[config.mk]
export PLATFORM = sky130hd
export DESIGN_NAME = pipe_stage_reg
export DESIGN_NICKNAME = d
export VERILOG_FILES = /design/src/rtl/pipe_pkg.sv /design/src/rtl/pipe_skid_buf.sv /design/src/rtl/pipe_stage_reg.sv
export SDC_FILE = /design/constraint.sdc
export NUM_CORES = 1
export LEC_CHECK = 0
export BUFFER_PORTS_ARGS = -buffer_cell sky130_fd_sc_hd__buf_2
export CAP_MARGIN = 0
export CORE_ASPECT_RATIO = 1.1
export CORE_MARGIN = 2
export CORE_UTILIZATION = 29
export DETAILED_ROUTE_END_ITERATION = 8
export SETUP_SLACK_MARGIN = 0.15
export SLEW_MARGIN = 5
export SYNTH_ARGS = -nofsm -noshare
export SYNTH_HDL_FRONTEND = slang
export SYNTH_SLANG_ARGS = --single-unit
[constraint.sdc]
create_clock -name clk -period 2.1 [get_ports clk]
set_input_delay 0.42 -clock clk [delete_from_list [all_inputs] [get_ports clk]]
set_output_delay 0.42 -clock clk [all_outputs]
set_load 0.005 [all_outputs]
[src/rtl/pipe_pkg.sv]
// Shared types for the pipeline stage registers: stage occupancy state and
// bit positions of the packed control-flag bus.
package pipe_pkg;

   typedef enum logic [1:0] {
      EMPTY = 2'd0,
      ONE   = 2'd1,
      FULL  = 2'd2
   } stage_state_e;

   localparam int unsigned CTRL_MEMREAD    = 0;
   localparam int unsigned CTRL_MEMWRITE   = 1;
   localparam int unsigned CTRL_REGWRITE   = 2;
   localparam int unsigned CTRL_BYTE       = 3;
   localparam int unsigned CTRL_HALF       = 4;
   localparam int unsigned CTRL_UNSIGNED   = 5;
   localparam int unsigned CTRL_LOHI       = 6;
   localparam int unsigned CTRL_FPREGWRITE = 7;
   localparam int unsigned CTRL_FPMEMREAD  = 8;
   localparam int unsigned CTRL_FPMEMWRITE = 9;
   localparam int unsigned CTRL_MOVEFP     = 10;
   localparam int unsigned CTRL_JUMPLINK   = 11;
   localparam int unsigned CTRL_BRANCH     = 12;
   localparam int unsigned CTRL_SIGNEXT    = 13;
   localparam int unsigned CTRL_HILOWRITE  = 14;
   localparam int unsigned CTRL_SINGLE     = 15;
   localparam int unsigned CTRL_DOUBLE     = 16;
   localparam int unsigned CTRL_NUM        = 17;

   function automatic logic stage_has_room(stage_state_e s);
      return s != FULL;
   endfunction

endpackage

[src/rtl/pipe_skid_buf.sv]
// Two-entry skid buffer (main + skid) for a packed payload vector.
// in_ready comes straight from a flop so out_ready never reaches it combinationally.
module pipe_skid_buf
   import pipe_pkg::*;
#(
   parameter int unsigned W = 8
) (
   input  logic         clk,
   input  logic         rst,
   input  logic         flush,
   input  logic         in_valid,
   output logic         in_ready,
   input  logic [W-1:0] in_data,
   output logic         out_valid,
   input  logic         out_ready,
   output logic [W-1:0] out_data
);

   stage_state_e state_q, state_d;
   logic [W-1:0] main_q, skid_q;
   logic         in_ready_q;
   logic         accept, consume;
   logic         main_en, skid_en, main_from_skid;

   assign in_ready  = in_ready_q;
   assign out_valid = (state_q != EMPTY);
   assign out_data  = main_q;

   always_comb begin
      state_d        = state_q;
      main_en        = 1'b0;
      skid_en        = 1'b0;
      main_from_skid = 1'b0;
      accept         = in_valid && in_ready_q;
      consume        = out_valid && out_ready;
      if (flush) begin
         state_d = EMPTY;
      end else begin
         case (state_q)
            EMPTY: begin
               if (accept) begin
                  main_en = 1'b1;
                  state_d = ONE;
               end
            end
            ONE: begin
               if (accept && consume) begin
                  main_en = 1'b1;
               end else if (accept) begin
                  skid_en = 1'b1;
                  state_d = FULL;
               end else if (consume) begin
                  state_d = EMPTY;
               end
            end
            FULL: begin
               // in_ready is low here, so only a consume can move the state
               if (consume) begin
                  main_en        = 1'b1;
                  main_from_skid = 1'b1;
                  state_d        = ONE;
               end
            end
            default: state_d = EMPTY;
         endcase
      end
   end

   always_ff @(posedge clk) begin
      if (rst) begin
         state_q    <= EMPTY;
         in_ready_q <= 1'b1;
         main_q     <= '0;
         skid_q     <= '0;
      end else begin
         state_q    <= state_d;
         in_ready_q <= stage_has_room(state_d);
         if (main_en) begin
            main_q <= main_from_skid ? skid_q : in_data;
         end
         if (skid_en) begin
            skid_q <= in_data;
         end
      end
   end

endmodule

[src/rtl/pipe_stage_reg.sv]
// EXE->MEM pipeline stage register with full-throughput skid buffering and flush.
// Define PIPE_STAGE_PERF_EN to add the saturating stall_cnt output.
module pipe_stage_reg
   import pipe_pkg::*;
#(
   parameter int unsigned DATA_W = 64,
   parameter int unsigned DST_W  = 5,
   parameter int unsigned CTRL_W = 17,
   parameter int unsigned CNT_W  = 16
) (
   input  logic              clk,
   input  logic              rst,
   input  logic              in_valid,
   output logic              in_ready,
   input  logic [DATA_W-1:0] in_result,
   input  logic [DATA_W-1:0] in_treg,
   input  logic [DST_W-1:0]  in_dst,
   input  logic [DST_W-1:0]  in_fp_dst,
   input  logic [CTRL_W-1:0] in_ctrl,
   input  logic              flush,
   output logic              out_valid,
   input  logic              out_ready,
   output logic [DATA_W-1:0] out_result,
   output logic [DATA_W-1:0] out_treg,
   output logic [DST_W-1:0]  out_dst,
   output logic [DST_W-1:0]  out_fp_dst,
   output logic [CTRL_W-1:0] out_ctrl
`ifdef PIPE_STAGE_PERF_EN
   ,
   output logic [CNT_W-1:0]  stall_cnt
`endif
);

   localparam int unsigned PayloadW = CTRL_W + 2 * DST_W + 2 * DATA_W;

   logic [PayloadW-1:0] in_data, out_data;

   assign in_data = {in_ctrl, in_fp_dst, in_dst, in_treg, in_result};
   assign {out_ctrl, out_fp_dst, out_dst, out_treg, out_result} = out_data;

   pipe_skid_buf #(
      .W (PayloadW)
   ) u_skid_buf (
      .clk       (clk),
      .rst       (rst),
      .flush     (flush),
      .in_valid  (in_valid),
      .in_ready  (in_ready),
      .in_data   (in_data),
      .out_valid (out_valid),
      .out_ready (out_ready),
      .out_data  (out_data)
   );

`ifdef PIPE_STAGE_PERF_EN
   logic [CNT_W-1:0] stall_cnt_q;

   // Only rst clears the counter; flush intentionally leaves it alone
   always_ff @(posedge clk) begin
      if (rst) begin
         stall_cnt_q <= '0;
      end else if (out_valid && !out_ready && (stall_cnt_q != {CNT_W{1'b1}})) begin
         stall_cnt_q <= stall_cnt_q + {{(CNT_W-1){1'b0}}, 1'b1};
      end
   end

   assign stall_cnt = stall_cnt_q;
`endif

endmodule

### Word-level counts from Yosys, hierarchy flattened

Index checks and enable logic that the tools add are counted.

| storage, ports and cells | value |
|---|---|
| output and inout bits | 157 |
| register bits | 313 |
| logic and storage cells | 30 |

| cells by class | value |
|---|---|
| reductions and logical operators | 5 |
| mux-type cells | 18 |
| equal/unequal tests | 3 |

Operators by type and width:

| cell | count |
|---|---|
| $mux 155 | 1 |
| $mux 2 | 6 |
| $mux 1 | 9 |
| $pmux 2 s3 | 1 |
| $logic_and 1x1->1 | 3 |
| $pmux 1 s3 | 1 |
| $eq 2x1->1 const B | 1 |
| $eq 2x2->1 const B | 1 |
| $logic_not 2->1 | 1 |
| $ne 2x2->1 const B | 1 |
| $reduce_bool 2->1 | 1 |

### Logic depth before layout (Yosys ltp)

Gate-level depths: netlist of run 1.

| depth | value |
|---|---|
| depth after elaboration | 8 |
| depth in mapped cells | 7 |
| mapped depth without buffers | 4 |

### Worst setup path after synthesis of run 1

OpenSTA, ideal clock, no wires.

| timing | value |
|---|---|
| path kind | input to register |
| start point | in in_valid |
| end point | reg u_skid_buf.skid_q[100] |
| path slack | 0.456 ns |
| stages | 6 |
| setup time | 0.132 ns |
| buffers on the path | 2 |
| arrival time | 1.512 ns |
| path through | nand2_1 or4_1 clkbuf_1 clkbuf_1 nand2_1 a21oi_1 |

| on the way | value |
|---|---|
| cells in the longest elaborated chain, start to end | 5 |
| elaborated cells between the ends (all ways) | 6 |

Ends and longest elaborated chain:

| element | RTL line | RTL |
|---|---|---|
| from (decl) | pipe_stage_reg.sv:13 | `input logic in_valid,` |
| $logic_and 1x1->1 (*) | pipe_skid_buf.sv:34 | `accept = in_valid && in_ready_q;` |
| $mux 1 or $logic_and 1x1->1 (tied branches) | pipe_skid_buf.sv:49, pipe_skid_buf.sv:47 |  |
| $mux 1 (*) | pipe_skid_buf.sv:47 | `if (accept && consume) begin` |
| $mux 1 (*) | pipe_skid_buf.sv:39 | `case (state_q)` |
| $mux 1 (*) | pipe_skid_buf.sv:36 | `if (flush) begin` |
| to (signal assigned) | pipe_skid_buf.sv:82 | `skid_q <= in_data;` |
| to (decl) | pipe_skid_buf.sv:20 | `logic [W-1:0] main_q, skid_q;` |

Every way passes the cells marked *; elsewhere a longest branch is shown, timed or not.
A chain may end at the register's enable or synchronous reset.

### Worst setup path after layout of run 1

| timing | value |
|---|---|
| start point | reg u_skid_buf.state_q[1] |
| end point | reg u_skid_buf.main_q[37], in the netlist u_skid_buf.out_data[37] |

| on the way | value |
|---|---|
| cells in the longest elaborated chain, start to end | 6 |
| elaborated cells between the ends (all ways) | 13 |

Ends and longest elaborated chain:

| element | RTL line | RTL |
|---|---|---|
| from (decl) | pipe_skid_buf.sv:19 | `stage_state_e state_q, state_d;` |
| from (signal assigned) | pipe_skid_buf.sv:76 | `state_q <= state_d;` |
| $reduce_bool 2->1 | pipe_skid_buf.sv:26 | `assign out_valid = (state_q != EMPTY);` |
| $logic_and 1x1->1 | pipe_skid_buf.sv:35 | `consume = out_valid && out_ready;` |
| $logic_and 1x1->1 or $mux 1 (tied branches) | pipe_skid_buf.sv:47, pipe_skid_buf.sv:58 |  |
| $mux 1 (on tied branches) | pipe_skid_buf.sv:47, pipe_skid_buf.sv:39 |  |
| $pmux 1 s3 or $mux 1 (tied branches) | pipe_skid_buf.sv:39, pipe_skid_buf.sv:36 |  |
| $mux 1 or $mux 155 (tied branches) | pipe_skid_buf.sv:36, pipe_skid_buf.sv:79 |  |
| to (signal assigned) | pipe_skid_buf.sv:79 | `main_q <= main_from_skid ? skid_q : in_data;` |
| to (decl) | pipe_skid_buf.sv:20 |  |

Parallel ways exist; a longest one is shown, timed or not.

==> results of run 1 <==
## power breakdown
group	total, uW	switching (uW)	internal, uW
clock network	6050	2420	3630
registers	6380	163	6220
logic	1380	745	631
## per-stage QoR
stage	instance area, um2	hold WS, ns
floorplan	12500	0.436
global placement	14800	0.440
detailed placement	14800	0.446
CTS	15900	0.0970
global route	16000	0.108
finish	16000	0.136
## cells in the final DEF (no fill, tap or decap)
cell and n:
a211oi_1 135, bufinv_16 2, diode_2 3, clkbuf_16 38, buf_2 315, a211oi_2 20, dfxtp_2 1, clkinv_2 4
nor2_1 157, mux2i_1 155, a31oi_4 1, buf_8 1, nand2_1 311, nand2b_1 1, and3b_4 1, nor4_4 1
nand3b_1 1, buf_12 20, or4_4 1, nand4b_1 1, or4_1 1, dfxtp_1 312, clkinv_4 1, o21bai_1 1
clkbuf_8 5, a311oi_1 1, a21oi_1 157, buf_4 38, buf_16 2, or2_2 1, nor4_1 1, nor2b_1 1
clkbuf_1 8, clkinvlp_4 2, nand4bb_1 1
## flip-flops by register name, summed over array words and instances, names as in the netlist
| name | count |
|---|---|
| u_skid_buf.skid_q | 155 |
| u_skid_buf.state_q | 2 |
| u_skid_buf.in_ready | 1 |
| u_skid_buf.out_data | 155 |
## kinds of logic (layout without fill, tap and decap cells)
kind of cell           count (synthesis)  in the layout  synth area share, %
multiplexers                         155            155                 12.4
AND/OR/NAND/NOR                      479            479                 14.8
buffers and inverters                121            436                 5.92
AO/OA/AOI/OAI                        315            315                 16.6
flip-flops                           313            313                 50.3
other                                  0              3                    0
## worst max-delay path, cell delays in order (launching register included)
cell and delay [ns]:
dfxtp_2 0.41, nor2b_1 0.20, and3b_4 0.26, buf_12 0.21, buf_4 0.23, mux2i_1 0.26, a211oi_2 0.09
## layer usage
metal	vias up	track usage, %	wire, um
met5	-	0	0
met4	0	6.33	1230
met3	69	4.15	1950
met2	245	25.5	16700
met1	4912	18.2	14800
li1	5334	-	-
## worst min path at each step
stage | from | end | slack [ns] | depth (start not counted)
2_1_floorplan | u_skid_buf.skid_q[0] | u_skid_buf.skid_q[0] | 0.44 | 2
3_3_place_gp | u_skid_buf.skid_q[5] | u_skid_buf.skid_q[5] | 0.44 | 2
3_5_place_dp | u_skid_buf.skid_q[54] | u_skid_buf.skid_q[54] | 0.45 | 2
4_1_cts | in_dst[2] | u_skid_buf.skid_q[130] | 0.1 | 3
5_1_grt | in_ctrl[16] | u_skid_buf.skid_q[154] | 0.11 | 3
6_report | in_treg[17] | u_skid_buf.skid_q[81] | 0.14 | 3
## repair_timing
item,in CTS,in global routing
setup endpoints to repair,0,88
setup buffers,0,1
gates resized for setup,0,4
## layout make-up
type	count	area (um2)	area share, %
flip-flops and latches	313	6270	39.2
clock inverters	9	104	0.650
diodes	3	7.51	0.0470
multi-input cells	949	5500	34.4
clock buffers	50	1020	6.42
well taps	567	709	4.44
repair buffers	377	2360	14.8
==> flow_summary.yaml, run 1 <==
status:
  status: "complete, no violations"
floorplanning:
  die-area_um2: 44700
  start_util_pct: 29.4
  die_w_um: 202
  die_y_um: 221
  rows: 79
  pin_count: 317
  core_area_um2: 42400
synthesis:
  ys_ff_latch: 313
  ys_seq_area_share_pct: 50.3
  synth_area_um2: 12500
  yosysWarnings: 0
  ys_async_sr_fraction_pct: 0
  synth_cells: 1383
  synth_top_cell_area_share_pct: 50.3
  synth_edf_count: 0
  synth_cell_types: 25
  synthTopCellsByArea: "dfxtp_1 50%, mux2i_1 12%, nand2_1 9.4%, a211oi_1 8.1%, a21oi_1 6.3%"
  yosysMostFrequentCell: "dfxtp_1"
  yosysTopAreaCell: "dfxtp_1"
  yosys_most_used_dff: "dfxtp_1"
  synthTopCellsByCount: "313 x dfxtp_1, 311 x nand2_1, 157 x a21oi_1, 157 x nor2_1, 155 x mux2i_1"
  avgSynthCellArea_um2: 9.01
  syn-num-nets: 1543
place:
  placedCellCount: 2204
  place_hpwl_mm: 23.5
  io_buffers: 316
  pre_cts_slack_ns: 0.157
  gp_congestion: 0.795
routing:
  wl_per_cell_um: 15.3
  antenna_left: 0
  drtIter0Drc: 402
  via_per_inst: 4.66
  totalWireLength_mm: 34.7
  first_pass_iters: 6
  vias: 10600
  drc: 0
cts:
  cts_inserted_buffers: 35
  hold_buffers: 0
  cts_buffer_depth: 3
  cts_sinks: 313
  cts.clk_slew.worst_paths_ns: 0.06
  cts_tree: "yes"
  clk_latency_ns: 0.53
  root_buffer: "clkbuf_16"
  htreeDepth: 2
timing:
  slew_headroom_pct: 42.7
  fmax_ghz: 0.541
  rsz0062_at_grt: "yes"
  worst_slack_ns: 0.253
  fin_skew_ns: 0.00753
  period_needed_ns: 1.85
  setup_viol_count_final: 0
  drv_slew: 0
  timing_hold_violations_final: 0
  setup_tns_ns: 0
  worst_slew_pin_slew_ns: 0.859
  finalCritPeriodShare_pct: 88.0
final_layout:
  layout-drive-gt1-share_pct: 26.7
  syn2layout_area_growth_pct: 28.1
  layout.cells.non_filler: 2268
  utilization_pct: 37.7
  fillers: 4334
  nets: 1836
critical_path:
  path_max_fanout: 21
  reg2reg_from: "u_skid_buf.state_q[1]"
  setup.worst_path.end: "u_skid_buf.out_data[37]"
  critPathArrivalTime_ns: 2.22
  end_kind: "flip-flop"
  rrSetupSlack_ns: 0.25
  path_class: "flip-flop to flip-flop"
  cp_data_required_time_ns: 2.47
  crit_path_start_kind: "flip-flop"
  r2r_end: "u_skid_buf.out_data[37]"
  worstRegToRegCells: 6
  crit_path_start: "u_skid_buf.state_q[1]"
power:
  leakage_uw: 0.00597
  power_density_nw_per_um2: 865
  peakVddDrop_v: 0.000717
  total_power_uw: 13800
global_route:
  grt_pass1_wl_mm: 55.5
  grt_pass1_vias: 10400
  grt_antenna_before_repair: 2
  grt_remaining_overflow: 0
  grt_max_degree: 104
  grt_util_all_layers_pct: 15.2
worst_hold_path:
  hold_path_class: "primary input to flip-flop"
run:
  drv_cap: 0
(Power assumes the default switching activity.)
==> inputs of run 2 (changes only) <==
--- a/config.mk
+++ b/config.mk
@@ -7,10 +7,13 @@
 export LEC_CHECK = 0
 export BUFFER_PORTS_ARGS = -buffer_cell sky130_fd_sc_hd__buf_2
 export CAP_MARGIN = 0
+export CELL_PAD_IN_SITES_DETAIL_PLACEMENT = 1
+export CELL_PAD_IN_SITES_GLOBAL_PLACEMENT = 1
 export CORE_ASPECT_RATIO = 1.1
 export CORE_MARGIN = 2
 export CORE_UTILIZATION = 29
 export DETAILED_ROUTE_END_ITERATION = 8
+export PLACE_DENSITY_LB_ADDON = 0.1
 export SETUP_SLACK_MARGIN = 0.15
 export SLEW_MARGIN = 5
 export SYNTH_ARGS = -nofsm -noshare
==> run 2 against run 1 <==
Against the previous run: clock skew shrank 0.0019 ns; non-clock buffer count shrank 13; flip-flop and latch count stayed put; total power is 2.1% higher; global-route usage is 1.9 points higher; setup slack improved by 0.025 ns; combinational power hardly changed; critical path type unchanged; largest power group unchanged.
==> flow_summary.yaml, run 2 (synthesis gave the netlist of run 1 again) <==
routing:
  wl_met1_mm: 16.6
  antenna_left: 0
  drc: 0
  totalWireLength_mm: 38.6
  vias: 10700
  first_pass_iters: 4
  wl_per_cell_um: 17.1
  highest_layer: "met5"
  wl_met3_mm: 2.26
  drtIter0Drc: 268
  via_per_inst: 4.74
  met2_length_mm: 18.9
cts:
  cts_sinks: 313
  htreeDepth: 2
  clk_latency_ns: 0.53
  hold_buffers: 0
  cts_buffer_depth: 3
  cts_inserted_buffers: 37
  cts.clk_slew.worst_paths_ns: 0.06
  cts_tree: "yes"
  root_buffer: "clkbuf_16"
critical_path:
  worstPathCellList: "nand4bb_1 -> a31oi_4 -> buf_12 -> buf_12 -> nor2_1 -> a211oi_1"
  cp_data_required_time_ns: 2.54
  crit_path_start_kind: "flip-flop"
  cpMostUsedCell: "buf_12"
  slowest_stage: "dfxtp_1"
  critPathArrivalTime_ns: 2.26
  end_kind: "flip-flop"
  rrSetupSlack_ns: 0.28
  path_class: "flip-flop to flip-flop"
  critPathMaxStageDelay_ns: 0.36
  path_max_fanout: 41
timing:
  hold_ws_ns: 0.121
  drv_slew: 0
  rsz0062_at_grt: "no"
  period_needed_ns: 1.82
  timing_hold_violations_final: 0
  fmax_ghz: 0.549
  setup_tns_ns: 0
  slew_headroom_pct: 54.7
  setup_viol_count_final: 0
  worst_slew_pin_slew_ns: 0.680
  fin_skew_ns: 0.00565
  finalCritPeriodShare_pct: 86.7
floorplanning:
  start_util_pct: 29.4
  pin_count: 317
  rows: 79
  die_w_um: 202
  die-area_um2: 44700
  die_y_um: 221
  core_area_um2: 42400
place:
  gp_congestion: 0.729
  place_hpwl_mm: 26.4
  dpl_cell_area_um2: 14800
  io_buffers: 316
global_route:
  grt_pass1_vias: 11000
  grt_max_degree: 89
  grt_pass1_wl_mm: 61.0
  grt_antenna_before_repair: 4
  grt_remaining_overflow: 0
  grt_util_all_layers_pct: 17.1
final_layout:
  final_common_cell: "buf_2"
  syn2layout_area_growth_pct: 28.6
  layout_common_cells: "315 x buf_2, 312 x dfxtp_1, 311 x nand2_1, 157 x a21oi_1, 157 x nor2_1"
  design_area_um2: 16000
  layout-drive-gt1-share_pct: 26.2
  nets: 1825
power:
  power_density_nw_per_um2: 880
  leakage_uw: 0.00596
  peakVddDrop_v: 0.000600
run:
  drv_cap: 0
status:
  status: "complete, no violations"
worst_hold_path:
  hold_path_class: "primary input to flip-flop"
==> run 2: cell types whose count changed in the layout (fill, tap and decap cells not counted), sizes merged <==
cell / change
diode: -2
buf: -12
bufinv: +1
clkinvlp: -1
clkbuf: +2
==> run 2: path summary, 6_finish.rpt <==
kind	start	endpoint	cells past startpoint
setup reg to reg	u_skid_buf.state_q[0]	u_skid_buf.out_data[65]	6
setup / recovery	u_skid_buf.state_q[0]	u_skid_buf.out_data[65]	6
hold / removal	out_ready	u_skid_buf.state_q[1]	2
hold reg to reg	u_skid_buf.skid_q[149]	u_skid_buf.skid_q[149]	2
==> run 2: per-stage QoR <==
stage / worst slack [ns] / utilization, % / cells / total power, uW
final: 0.278 / 37.8 / 2256 / 14100
after floorplan: 0.456 / - / 1383 / 7140
after global placement: 0.229 / 35.0 / 2193 / 7880
after CTS: 0.195 / 37.8 / 2255 / 14400
after global routing: 0.152 / 37.8 / 2255 / 14800
after detailed placement: 0.142 / 35.0 / 2193 / 7910
==> run 2: cell type report <==
| cell class | instances | area [um2] |
|---|---|---|
| Clock inverter | 9 | 123 |
| Clock buffer | 53 | 1060 |
| Tap cell | 567 | 709 |
| Sequential cell | 313 | 6270 |
| Multi-Input combinational cell | 949 | 5490 |
| Fill cell | 4934 | 26400 |
| Antenna cell | 1 | 2.50 |
| Timing Repair Buffer | 364 | 2380 |
==> run 2: layer usage <==
layer | vias up | GRT usage (%)
met4 | 6 | 5.22
met3 | 58 | 4.76
met2 | 197 | 29.9
met1 | 5104 | 20.2
met5 | - | 0
li1 | 5321 | -
==> run 2: repair_timing <==
item / in CTS / in global routing
hold endpoints to repair: 0 / 0
resized for setup: 0 / 2
setup endpoints to repair: 0 / 107
buffers inserted: 0 / 0
==> run 2: critical path, delay by kind of cell (launching register included) <==
kind | cells | cell delay [ns]
compound gates | 2 | 0.53
buf+inv | 2 | 0.49
flops | 1 | 0.36
simple gates | 2 | 0.33
==> run 2: power by group <==
group	switching, uW	internal (uW)	leakage [uW]	total, uW
combinational	757	617	0.00282	1370
sequential	157	6220	0.00256	6370
clock	2510	3840	0.000579	6360
